## src/rtl/backscatter_phase_decoder_pkg.sv

```systemverilog
// Shared types, widths and the symbol decision rule for the backscatter phase decoder.
// The widths are derived from the default geometry; a build that enlarges
// SYMBOL_LEN, WORD_BITS or FRAME_WORDS beyond the defaults must raise them here too.
package backscatter_phase_decoder_pkg;

  typedef enum logic [1:0] {
    ST_IDLE  = 2'd0,
    ST_ALIGN = 2'd1,
    ST_ACCUM = 2'd2
  } state_t;

  localparam int SYMBOL_LEN_DEF  = 64;
  localparam int MARGIN_DEF      = 16;
  localparam int WORD_BITS_DEF   = 8;
  localparam int FRAME_WORDS_DEF = 4;

  // Agreement counter must hold SYMBOL_LEN itself without wrapping.
  localparam int CNT_W      = $clog2(SYMBOL_LEN_DEF + 1);
  localparam int BIT_W      = $clog2(WORD_BITS_DEF + 1);
  localparam int WORD_CNT_W = $clog2(FRAME_WORDS_DEF + 1);

  typedef struct packed {
    logic value;
    logic erasure;
  } decision_t;

  // Clean 1 near full agreement, clean 0 near full disagreement, otherwise an
  // erasure resolved by majority with an exact tie going to 0.
  function automatic decision_t decide(input logic [CNT_W-1:0] agree,
                                       input int sym_len,
                                       input int margin);
    decision_t d;
    int a;
    a = int'(agree);
    if (a >= sym_len - margin) begin
      d.value   = 1'b1;
      d.erasure = 1'b0;
    end else if (a <= margin) begin
      d.value   = 1'b0;
      d.erasure = 1'b0;
    end else begin
      d.value   = (a > sym_len / 2);
      d.erasure = 1'b1;
    end
    return d;
  endfunction

endpackage

```

## src/rtl/backscatter_phase_decoder_symbol_correlator.sv

```systemverilog
// Counts agreement between the observed switch drive and the reference
// subcarrier over one symbol and decides the bit on the symbol's last sample.
module backscatter_phase_decoder_symbol_correlator
  import backscatter_phase_decoder_pkg::*;
#(
  parameter int SYMBOL_LEN = SYMBOL_LEN_DEF,
  parameter int MARGIN     = MARGIN_DEF
) (
  input  logic clock,
  input  logic reset,
  input  logic run,
  input  logic ref_subcarrier,
  input  logic switch_signal,
  output logic bit_valid,
  output logic bit_value,
  output logic bit_erasure
);

  logic [CNT_W-1:0] agree_cnt_r;
  logic [CNT_W-1:0] sample_cnt_r;
  logic [CNT_W-1:0] agree_next_s;
  logic             match_s;
  logic             last_s;
  decision_t        dec_s;

  // Running agreement including the current sample, and the decision on it.
  always_comb begin
    match_s      = ~(switch_signal ^ ref_subcarrier);
    agree_next_s = agree_cnt_r + {{(CNT_W-1){1'b0}}, match_s};
    last_s       = run & (sample_cnt_r == CNT_W'(SYMBOL_LEN - 1));
    dec_s        = decide(agree_next_s, SYMBOL_LEN, MARGIN);
    bit_valid    = last_s;
    bit_value    = dec_s.value;
    bit_erasure  = dec_s.erasure;
  end

  // Symbol counters: accumulate while running, restart right after a decision.
  always_ff @(posedge clock or negedge reset) begin
    if (!reset) begin
      agree_cnt_r  <= {CNT_W{1'b0}};
      sample_cnt_r <= {CNT_W{1'b0}};
    end else if (!run || last_s) begin
      agree_cnt_r  <= {CNT_W{1'b0}};
      sample_cnt_r <= {CNT_W{1'b0}};
    end else begin
      agree_cnt_r  <= agree_next_s;
      sample_cnt_r <= sample_cnt_r + CNT_W'(1);
    end
  end

endmodule

```

## src/rtl/backscatter_phase_decoder.sv

```systemverilog
// Phase-flip backscatter decoder: trigger synchronizer, frame FSM and
// MSB-first word packing around the symbol correlator.
module backscatter_phase_decoder
  import backscatter_phase_decoder_pkg::*;
#(
  parameter int SYMBOL_LEN  = SYMBOL_LEN_DEF,
  parameter int MARGIN      = MARGIN_DEF,
  parameter int WORD_BITS   = WORD_BITS_DEF,
  parameter int FRAME_WORDS = FRAME_WORDS_DEF
) (
  input  logic                 clock,
  input  logic                 reset,
  input  logic                 trigger_signal,
  input  logic                 ref_subcarrier,
  input  logic                 switch_signal,
  output logic [WORD_BITS-1:0] data_word,
  output logic                 word_valid,
  output logic                 word_erasure,
  output logic                 frame_done,
  output logic                 frame_abort,
  output logic                 busy
);

  state_t                state_r;
  state_t                state_next_s;
  logic                  trig_meta_r;
  logic                  trig_sync_r;
  logic                  trig_sync_d_r;
  logic                  ref_d_r;
  logic [BIT_W-1:0]      bit_cnt_r;
  logic [WORD_CNT_W-1:0] word_cnt_r;
  logic [WORD_BITS-1:0]  shift_r;
  logic                  erasure_acc_r;
  logic [WORD_BITS-1:0]  data_word_r;
  logic                  word_valid_r;
  logic                  word_erasure_r;
  logic                  frame_done_r;
  logic                  frame_abort_r;
  logic                  busy_r;

  logic trig_rise_s;
  logic ref_rise_s;
  logic in_frame_s;
  logic run_s;
  logic bit_valid_s;
  logic bit_value_s;
  logic bit_erasure_s;
  logic word_done_s;
  logic frame_last_s;
  logic abort_s;

  backscatter_phase_decoder_symbol_correlator #(
    .SYMBOL_LEN (SYMBOL_LEN),
    .MARGIN     (MARGIN)
  ) u_correlator (
    .clock          (clock),
    .reset          (reset),
    .run            (run_s),
    .ref_subcarrier (ref_subcarrier),
    .switch_signal  (switch_signal),
    .bit_valid      (bit_valid_s),
    .bit_value      (bit_value_s),
    .bit_erasure    (bit_erasure_s)
  );

  // Two-flop trigger synchronizer plus edge-history of trigger and reference.
  always_ff @(posedge clock or negedge reset) begin
    if (!reset) begin
      trig_meta_r   <= 1'b0;
      trig_sync_r   <= 1'b0;
      trig_sync_d_r <= 1'b0;
      ref_d_r       <= 1'b0;
    end else begin
      trig_meta_r   <= trigger_signal;
      trig_sync_r   <= trig_meta_r;
      trig_sync_d_r <= trig_sync_r;
      ref_d_r       <= ref_subcarrier;
    end
  end

  // Event decode; the reference edge cycle in ALIGN is already sample 0.
  always_comb begin
    trig_rise_s  = trig_sync_r & ~trig_sync_d_r;
    ref_rise_s   = ref_subcarrier & ~ref_d_r;
    in_frame_s   = (state_r != ST_IDLE);
    run_s        = (state_r == ST_ACCUM) | ((state_r == ST_ALIGN) & ref_rise_s);
    word_done_s  = bit_valid_s & (bit_cnt_r == BIT_W'(WORD_BITS - 1));
    frame_last_s = word_done_s & (word_cnt_r == WORD_CNT_W'(FRAME_WORDS - 1));
    // A frame finishing on the same cycle the trigger falls is not an abort.
    abort_s      = in_frame_s & ~trig_sync_r & ~frame_last_s;
  end

  // Next-state logic for the frame FSM.
  always_comb begin
    state_next_s = state_r;
    case (state_r)
      ST_IDLE: begin
        if (trig_rise_s) begin
          state_next_s = ST_ALIGN;
        end else begin
          state_next_s = ST_IDLE;
        end
      end
      ST_ALIGN: begin
        if (abort_s) begin
          state_next_s = ST_IDLE;
        end else if (ref_rise_s) begin
          state_next_s = ST_ACCUM;
        end else begin
          state_next_s = ST_ALIGN;
        end
      end
      ST_ACCUM: begin
        if (frame_last_s || abort_s) begin
          state_next_s = ST_IDLE;
        end else begin
          state_next_s = ST_ACCUM;
        end
      end
      default: begin
        state_next_s = ST_IDLE;
      end
    endcase
  end

  // State register.
  always_ff @(posedge clock or negedge reset) begin
    if (!reset) begin
      state_r <= ST_IDLE;
    end else begin
      state_r <= state_next_s;
    end
  end

  // Bit/word counters, erasure accumulation and the MSB-first shift register.
  always_ff @(posedge clock or negedge reset) begin
    if (!reset) begin
      bit_cnt_r     <= {BIT_W{1'b0}};
      word_cnt_r    <= {WORD_CNT_W{1'b0}};
      shift_r       <= {WORD_BITS{1'b0}};
      erasure_acc_r <= 1'b0;
    end else if (state_r == ST_IDLE) begin
      bit_cnt_r     <= {BIT_W{1'b0}};
      word_cnt_r    <= {WORD_CNT_W{1'b0}};
      erasure_acc_r <= 1'b0;
    end else if (bit_valid_s) begin
      shift_r <= {shift_r[WORD_BITS-2:0], bit_value_s};
      if (word_done_s) begin
        bit_cnt_r     <= {BIT_W{1'b0}};
        erasure_acc_r <= 1'b0;
        word_cnt_r    <= frame_last_s ? {WORD_CNT_W{1'b0}} : (word_cnt_r + WORD_CNT_W'(1));
      end else begin
        bit_cnt_r     <= bit_cnt_r + BIT_W'(1);
        erasure_acc_r <= erasure_acc_r | bit_erasure_s;
      end
    end else begin
      shift_r <= shift_r;
    end
  end

  // Registered outputs; data_word and word_erasure hold between word pulses.
  always_ff @(posedge clock or negedge reset) begin
    if (!reset) begin
      data_word_r    <= {WORD_BITS{1'b0}};
      word_valid_r   <= 1'b0;
      word_erasure_r <= 1'b0;
      frame_done_r   <= 1'b0;
      frame_abort_r  <= 1'b0;
      busy_r         <= 1'b0;
    end else begin
      word_valid_r  <= word_done_s;
      frame_done_r  <= frame_last_s;
      frame_abort_r <= abort_s;
      busy_r        <= in_frame_s;
      if (word_done_s) begin
        data_word_r    <= {shift_r[WORD_BITS-2:0], bit_value_s};
        word_erasure_r <= erasure_acc_r | bit_erasure_s;
      end else begin
        data_word_r    <= data_word_r;
        word_erasure_r <= word_erasure_r;
      end
    end
  end

  assign data_word    = data_word_r;
  assign word_valid   = word_valid_r;
  assign word_erasure = word_erasure_r;
  assign frame_done   = frame_done_r;
  assign frame_abort  = frame_abort_r;
  assign busy         = busy_r;

endmodule

```

## config.mk

```make
export PLATFORM = sky130hd
export DESIGN_NAME = backscatter_phase_decoder
export DESIGN_NICKNAME = d
export VERILOG_FILES = /design/src/rtl/backscatter_phase_decoder_pkg.sv /design/src/rtl/backscatter_phase_decoder_symbol_correlator.sv /design/src/rtl/backscatter_phase_decoder.sv
export SDC_FILE = /design/constraint.sdc
export NUM_CORES = 1
export LEC_CHECK = 0
export ABC_AREA = 1
export CAP_MARGIN = 20
export CELL_PAD_IN_SITES_DETAIL_PLACEMENT = 0
export CELL_PAD_IN_SITES_GLOBAL_PLACEMENT = 2
export CORE_MARGIN = 1.5
export CORE_UTILIZATION = 38
export CTS_CLUSTER_DIAMETER = 150
export DETAILED_ROUTE_END_ITERATION = 7
export GPL_ROUTABILITY_DRIVEN = 0
export PLACE_DENSITY_LB_ADDON = 0.08
export SYNTH_ARGS = -nofsm -noshare
export SYNTH_HDL_FRONTEND = slang
export SYNTH_SLANG_ARGS = --single-unit
```

## constraint.sdc

```tcl
create_clock -name clock -period 5.2 [get_ports clock]
set_clock_uncertainty 0.05 [all_clocks]
set_input_delay 1.04 -clock clock [delete_from_list [all_inputs] [get_ports clock]]
set_output_delay 1.04 -clock clock [all_outputs]
set_load 0.02 [all_outputs]
```

After elaboration in Yosys (flattened, before gate mapping). Cells that the tools add are included.

Input port bits: 5. Register bits: 48. Output and inout port bits: 13. Word-level logic and storage cells: 74.

Add/subtract/negate cells: 4. Muxes and demuxes: 19. Bitwise operators: 17. Equal/unequal tests: 5. Magnitude comparators: 3. Reductions and logical operators: 9.

Operators by type and width (number): two-way mux 7 bit (2); two-way mux 3 bit (4); two-way mux 4 bit (3); two-way mux 2 bit (5); AND 1 bit (8); adder 7 x 1 -> 7 bit (1); adder 7 x 1 -> 7 bit, second input constant (1); == test 7 x 6 -> 1 bit, second input constant (1); greater-or-equal comparator 7 x 6 -> 1 bit, second input constant (1); greater-than comparator 7 x 6 -> 1 bit, second input constant (1); less-or-equal comparator 7 x 5 -> 1 bit, second input constant (1); NOT 1 bit (6); one-hot mux 2 bit (3 select lines) (1); nonzero test 2 bit (3); adder 4 x 1 -> 4 bit, second input constant (1); == test 4 x 3 -> 1 bit, second input constant (1); two-way mux 1 bit (4); AND reduction 2 bit (2); adder 3 x 1 -> 3 bit, second input constant (1); == test 3 x 2 -> 1 bit, second input constant (1); == test 2 x 1 -> 1 bit, second input constant (1); == test 2 bit, second input constant (1); logical NOT 2 bit (1); logical OR 1 bit (2); 3 further kinds (4).

Logic depth before layout (Yosys ltp).
Depth in word-level cells: 12. Gate-level depth with buffers: 12. Depth with buffers taken out: 12.

By module. A second synthesis with hierarchy kept.

Cell total of the unflattened synthesis: 236. Area, all modules: 2094.5 µm².

Modules (own cells, without submodules): backscatter_phase_decoder (area each 1372.6 µm², times used 1, cells an instance 144, sequential area each 850.8 µm²); backscatter_phase_decoder_symbol_correlator (area each 721.9 µm², times used 1, cells an instance 92, sequential area each 350.3 µm²).

Worst setup path before layout. OpenSTA, ideal clock, no wires.

Path type: input-to-reg. Start: input port ref_subcarrier. End: register word_erasure_r, in the netlist word_erasure. Library setup time: 0.116 ns. Slack: 2.764 ns. Arrival time: 2.269 ns. Buffers on the path: 0. Data required time: 5.034 ns. Stages: 10. Path through: xnor2_1 -> ha_1 -> ha_1 -> nand3_1 -> xor2_1 -> nor2_1 -> nand2_1 -> nand3_1 -> nand2_1 -> nand2_1.

Longest elaborated chain between the ends: 7. Elaborated cells on any way between the ends: 13. Classes of those cells: 1 x add/sub; 2 x order compare; 2 x mux; 8 x bitwise.

Ends and longest elaborated chain: start, declared (line backscatter_phase_decoder.sv:14) `input logic ref_subcarrier,`; bitwise XOR 1 bit (line backscatter_phase_decoder_symbol_correlator.sv:28) `match_s = ~(switch_signal ^ ref_subcarrier);`; NOT 1 bit (line backscatter_phase_decoder_symbol_correlator.sv:28); adder 7 x 1 -> 7 bit (line backscatter_phase_decoder_symbol_correlator.sv:29) `agree_next_s = agree_cnt_r + {{(CNT_W-1){1'b0}}, match_s};`; less-or-equal comparator 7 x 5 -> 1 bit (line backscatter_phase_decoder_pkg.sv:38) `end else if (a <= margin) begin`; two-way mux 2 bit (line backscatter_phase_decoder_pkg.sv:38); two-way mux 2 bit (line backscatter_phase_decoder_pkg.sv:35) `if (a >= sym_len - margin) begin`; bitwise OR 1 bit (line backscatter_phase_decoder.sv:177) `word_erasure_r <= erasure_acc_r | bit_erasure_s;`; end signal, assigned (line backscatter_phase_decoder.sv:177); end signal, assigned (line backscatter_phase_decoder.sv:180) `word_erasure_r <= word_erasure_r;`; end, declared (line backscatter_phase_decoder.sv:36) `logic word_erasure_r;`.

Parallel ways exist; a longest one is shown, timed or not. A chain may end at the register's enable or synchronous reset.

Worst setup path in the final report. Same ends and word-level chain as after synthesis.

==> reports/metrics.yaml <==
status: "finished, final reports clean"
avgSynthCellArea_sq_um: 9.17
finalCritPeriodShare_pct: 55.1
critPathCaptureType: "flop"
routed_wirelength_mm: 3.82
grt_pass1_vias: 1413
synth-adder-area-share_pct: 2.89
grt-ovfl-total: 0
hp-class: "flop to flop"
synthMuxAreaShare_pct: 0
tightest_slew_ps: 606
die_area_sq_um: 6160
start_util_pct: 39.3
synth_warnings: 0
synth_top_family_by_area: "simple AND/OR/NAND/NOR gates"
yosysTopAreaCellShare_pct: 55.5
core_sq_um: 5510
port_buffers: 17
dp_hpwl_mm: 2.65
track_usage_pct: 14.1
drt-initial-drc-count: 80
post-place-ws_ps: 2020
timing.final.crit_period_ps: 2870
antenna_found_initial: 0
synth-simple-area-share_pct: 22.9
nets: 268
post_cts_resized: 0
cts_made_buffers: 5
maxSlewViolCount: 0
setup_tns_ps: 0
synth_top_cell_by_area: "dfrtp_1"
required_ps: 5350
cp_slowest_cell: "clkdlybuf4s50_1"
layout_setup_ws_ps: 2330
area_growth_pct: 16.5
rows: 27
root_buffer: "clkbuf_8"
cpPeakStageDelay_ps: 530
postSynthCellCount: 236
final_layout_size_suffix_gt1_share_pct: 12.0
synth_compound_area_share_pct: 9.42
path_cells: "clkdlybuf4s50_1 > xnor2_1 > ha_1 > ha_1 > nand3_1 > xor2_1 > nor2_1 > nand2_1 > nand3_1 > nand2_1 > nand2_1"
final_cells: 331
ys_ff_latch: 48
clockPowerShare_pct: 32.9
comb_power_share_pct: 18.1
netSwitchingFraction_pct: 29.7
peakVddDrop_mv: 0.195
fmax_mhz: 349
clk_latency_ps: 300
p_sw_mw: 0.248
power_frac_seq_pct: 48.9
clkSinkCount: 48
grt_first_pass_wirelength_mm: 6.67
crit_arrival_ps: 3020
drc: 0
clkSlewWorstSetupHoldPaths_ps: 90
intPower_mw: 0.588
vias: 1504
hold_buffers: 0
maxCapViolations: 0
fp.dieW_um: 78.5
fillerInstances: 549
cts_tree: "yes"
io_pins: 18
relSlewSlack_pct: 59.6
criticalPathCategory: "primary input to flop"
power.leakage_nw: 1.23
setup_viol: 0
ys_seq_area_share_pct: 55.5
final_antenna_net_count: 0
finalHoldViolCount: 0
clock_path_buffers: 2
syn-cell-area_sq_um: 2160
fp.dieH_um: 78.5
via_per_inst: 4.54
crit_path_start_kind: "primary input"
htree_levels: 2
ys_top_cells_by_area: "dfrtp_1 (55%), nand2_1 (8.8%), inv_1 (6.4%)"
synth-xor-area-share_pct: 1.21
cellPowerDensity_nw_per_um2: 332
holdWs_ps: 305
synthDistinctLibCells: 30
place_inst: 323
rsz0062_at_grt: "false"
grt_max_degree: 49
postCtsSetupBuffers: 0
first_pass_iters: 4
wl_per_cell_um: 11.5
cp_max_fo: 5
num_antenna_cells: 0
syn_nets: 246
crit_top_cell: "nand2_1"
## power by group through the flow
| stage | clock [mW] | combinational [mW] | sequential, mW |
|---|---|---|---|
| floorplan | 0 | 0.0964 | 0.424 |
| global route | 0.307 | 0.177 | 0.412 |
| detailed placement | 0 | 0.155 | 0.417 |
| CTS | 0.289 | 0.157 | 0.410 |
| finish | 0.276 | 0.152 | 0.409 |
| global placement | 0 | 0.158 | 0.417 |
## cell families after synthesis
kind of cell | after synthesis
buffers and inverters | 43
xor gates and xnor gates | 3
DFF | 48
AOI/OAI and AO/OA | 31
and+or+nand+nor | 106
adders and majority gates | 5
## worst max-delay path: cells and delay by family
kind | cells | cell delay [ps]
buffers and inverters | 1 | 530
AND/OR/NAND/NOR | 6 | 520
adder cells (fa/ha/maj) | 2 | 490
XOR/XNOR | 2 | 440
## cells in the final DEF (no fill, tap or decap), types with 2 or more instances in the layout
| cell type | netlist | final |
|---|---|---|
| clkdlybuf4s50_1 | 0 | 16 |
| nand3_1 | 19 | 19 |
| nand4_1 | 2 | 2 |
| dfrtp_1 | 48 | 48 |
| nor2_1 | 21 | 21 |
| ha_1 | 5 | 5 |
| nand2_2 | 2 | 2 |
| clkbuf_8 | 0 | 5 |
| inv_1 | 37 | 37 |
| nand2_4 | 2 | 2 |
| a21oi_1 | 6 | 6 |
| inv_2 | 2 | 2 |
| o21ai_2 | 7 | 7 |
| nand2_1 | 51 | 51 |
| nand3_2 | 2 | 2 |
| xor2_1 | 2 | 2 |
| o21ai_0 | 14 | 14 |
## routing by layer
layer  global-route usage [%]  up-vias  part of all wire [%]
met3                     4.88        5                   2.8
met1                     19.4      698                    50
met2                     21.2       15                    46
met4                     3.75        0                   1.1
li1                         -      786                     -
met5                        0        -                     0
## metrics by stage
stage / total power, mW / cell area, sq um / util, %
2_1_floorplan: 0.520 / 2160 / -
3_5_place_dp: 0.573 / 2410 / 43.7
6_report: 0.837 / 2520 / 45.8
3_3_place_gp: 0.576 / 2410 / 43.7
4_1_cts: 0.856 / 2520 / 45.8
5_1_grt: 0.896 / 2520 / 45.8
## sequential cells by signal, summed over array words and instances (netlist names), 2 cells and up
name and count:
shift_r 7, data_word 8, word_cnt_r 3, bit_cnt_r 4, u_correlator.agree_cnt_r 7, u_correlator.sample_cnt_r 7
state_r 2
## path summary, 6_finish.rpt
kind / cells after the start / to / startpoint / slack [ps]
min: 0 / trig_sync_r$_DFF_PN0_ / trig_meta_r$_DFF_PN0_ / 300
max: 11 / word_erasure$_DFFE_PN0P_ / ref_subcarrier / 2330
max in group asynchronous: 2 / u_correlator.agree_cnt_r[1]$_DFF_PN0_ / reset / 3920
max reg2reg: 9 / word_erasure$_DFFE_PN0P_ / u_correlator.agree_cnt_r[0]$_DFF_PN0_ / 3390
min reg2reg: 0 / trig_sync_r$_DFF_PN0_ / trig_meta_r$_DFF_PN0_ / 300
min in group asynchronous: 2 / u_correlator.sample_cnt_r[2]$_DFF_PN0_ / reset / 780
## synth_stat cells, drive strengths merged
cell type  count
o21bai         1
xnor2          1
nand3         21
nand3b         1
dfrtp         48
nor3b          1
or2            1
buf            3
o21ai         22
nand2         55
nand4          2
a21oi          6
xor2           2
nor3           3
o211a          1
inv           40
ha             5
a22o           1
nor2          22
## layout make-up
| cell class | count | area, sq um | area share (%) |
|---|---|---|---|
| well taps | 72 | 90.1 | 3.57 |
| repair buffers | 18 | 173 | 6.85 |
| flip-flops and latches | 48 | 1200 | 47.6 |
| clock inverters | 3 | 46.3 | 1.84 |
| inverters | 40 | 153 | 6.05 |
| multi-input cells | 145 | 790 | 31.3 |
| clock buffers | 5 | 68.8 | 2.73 |
(Power assumes the default switching activity.)
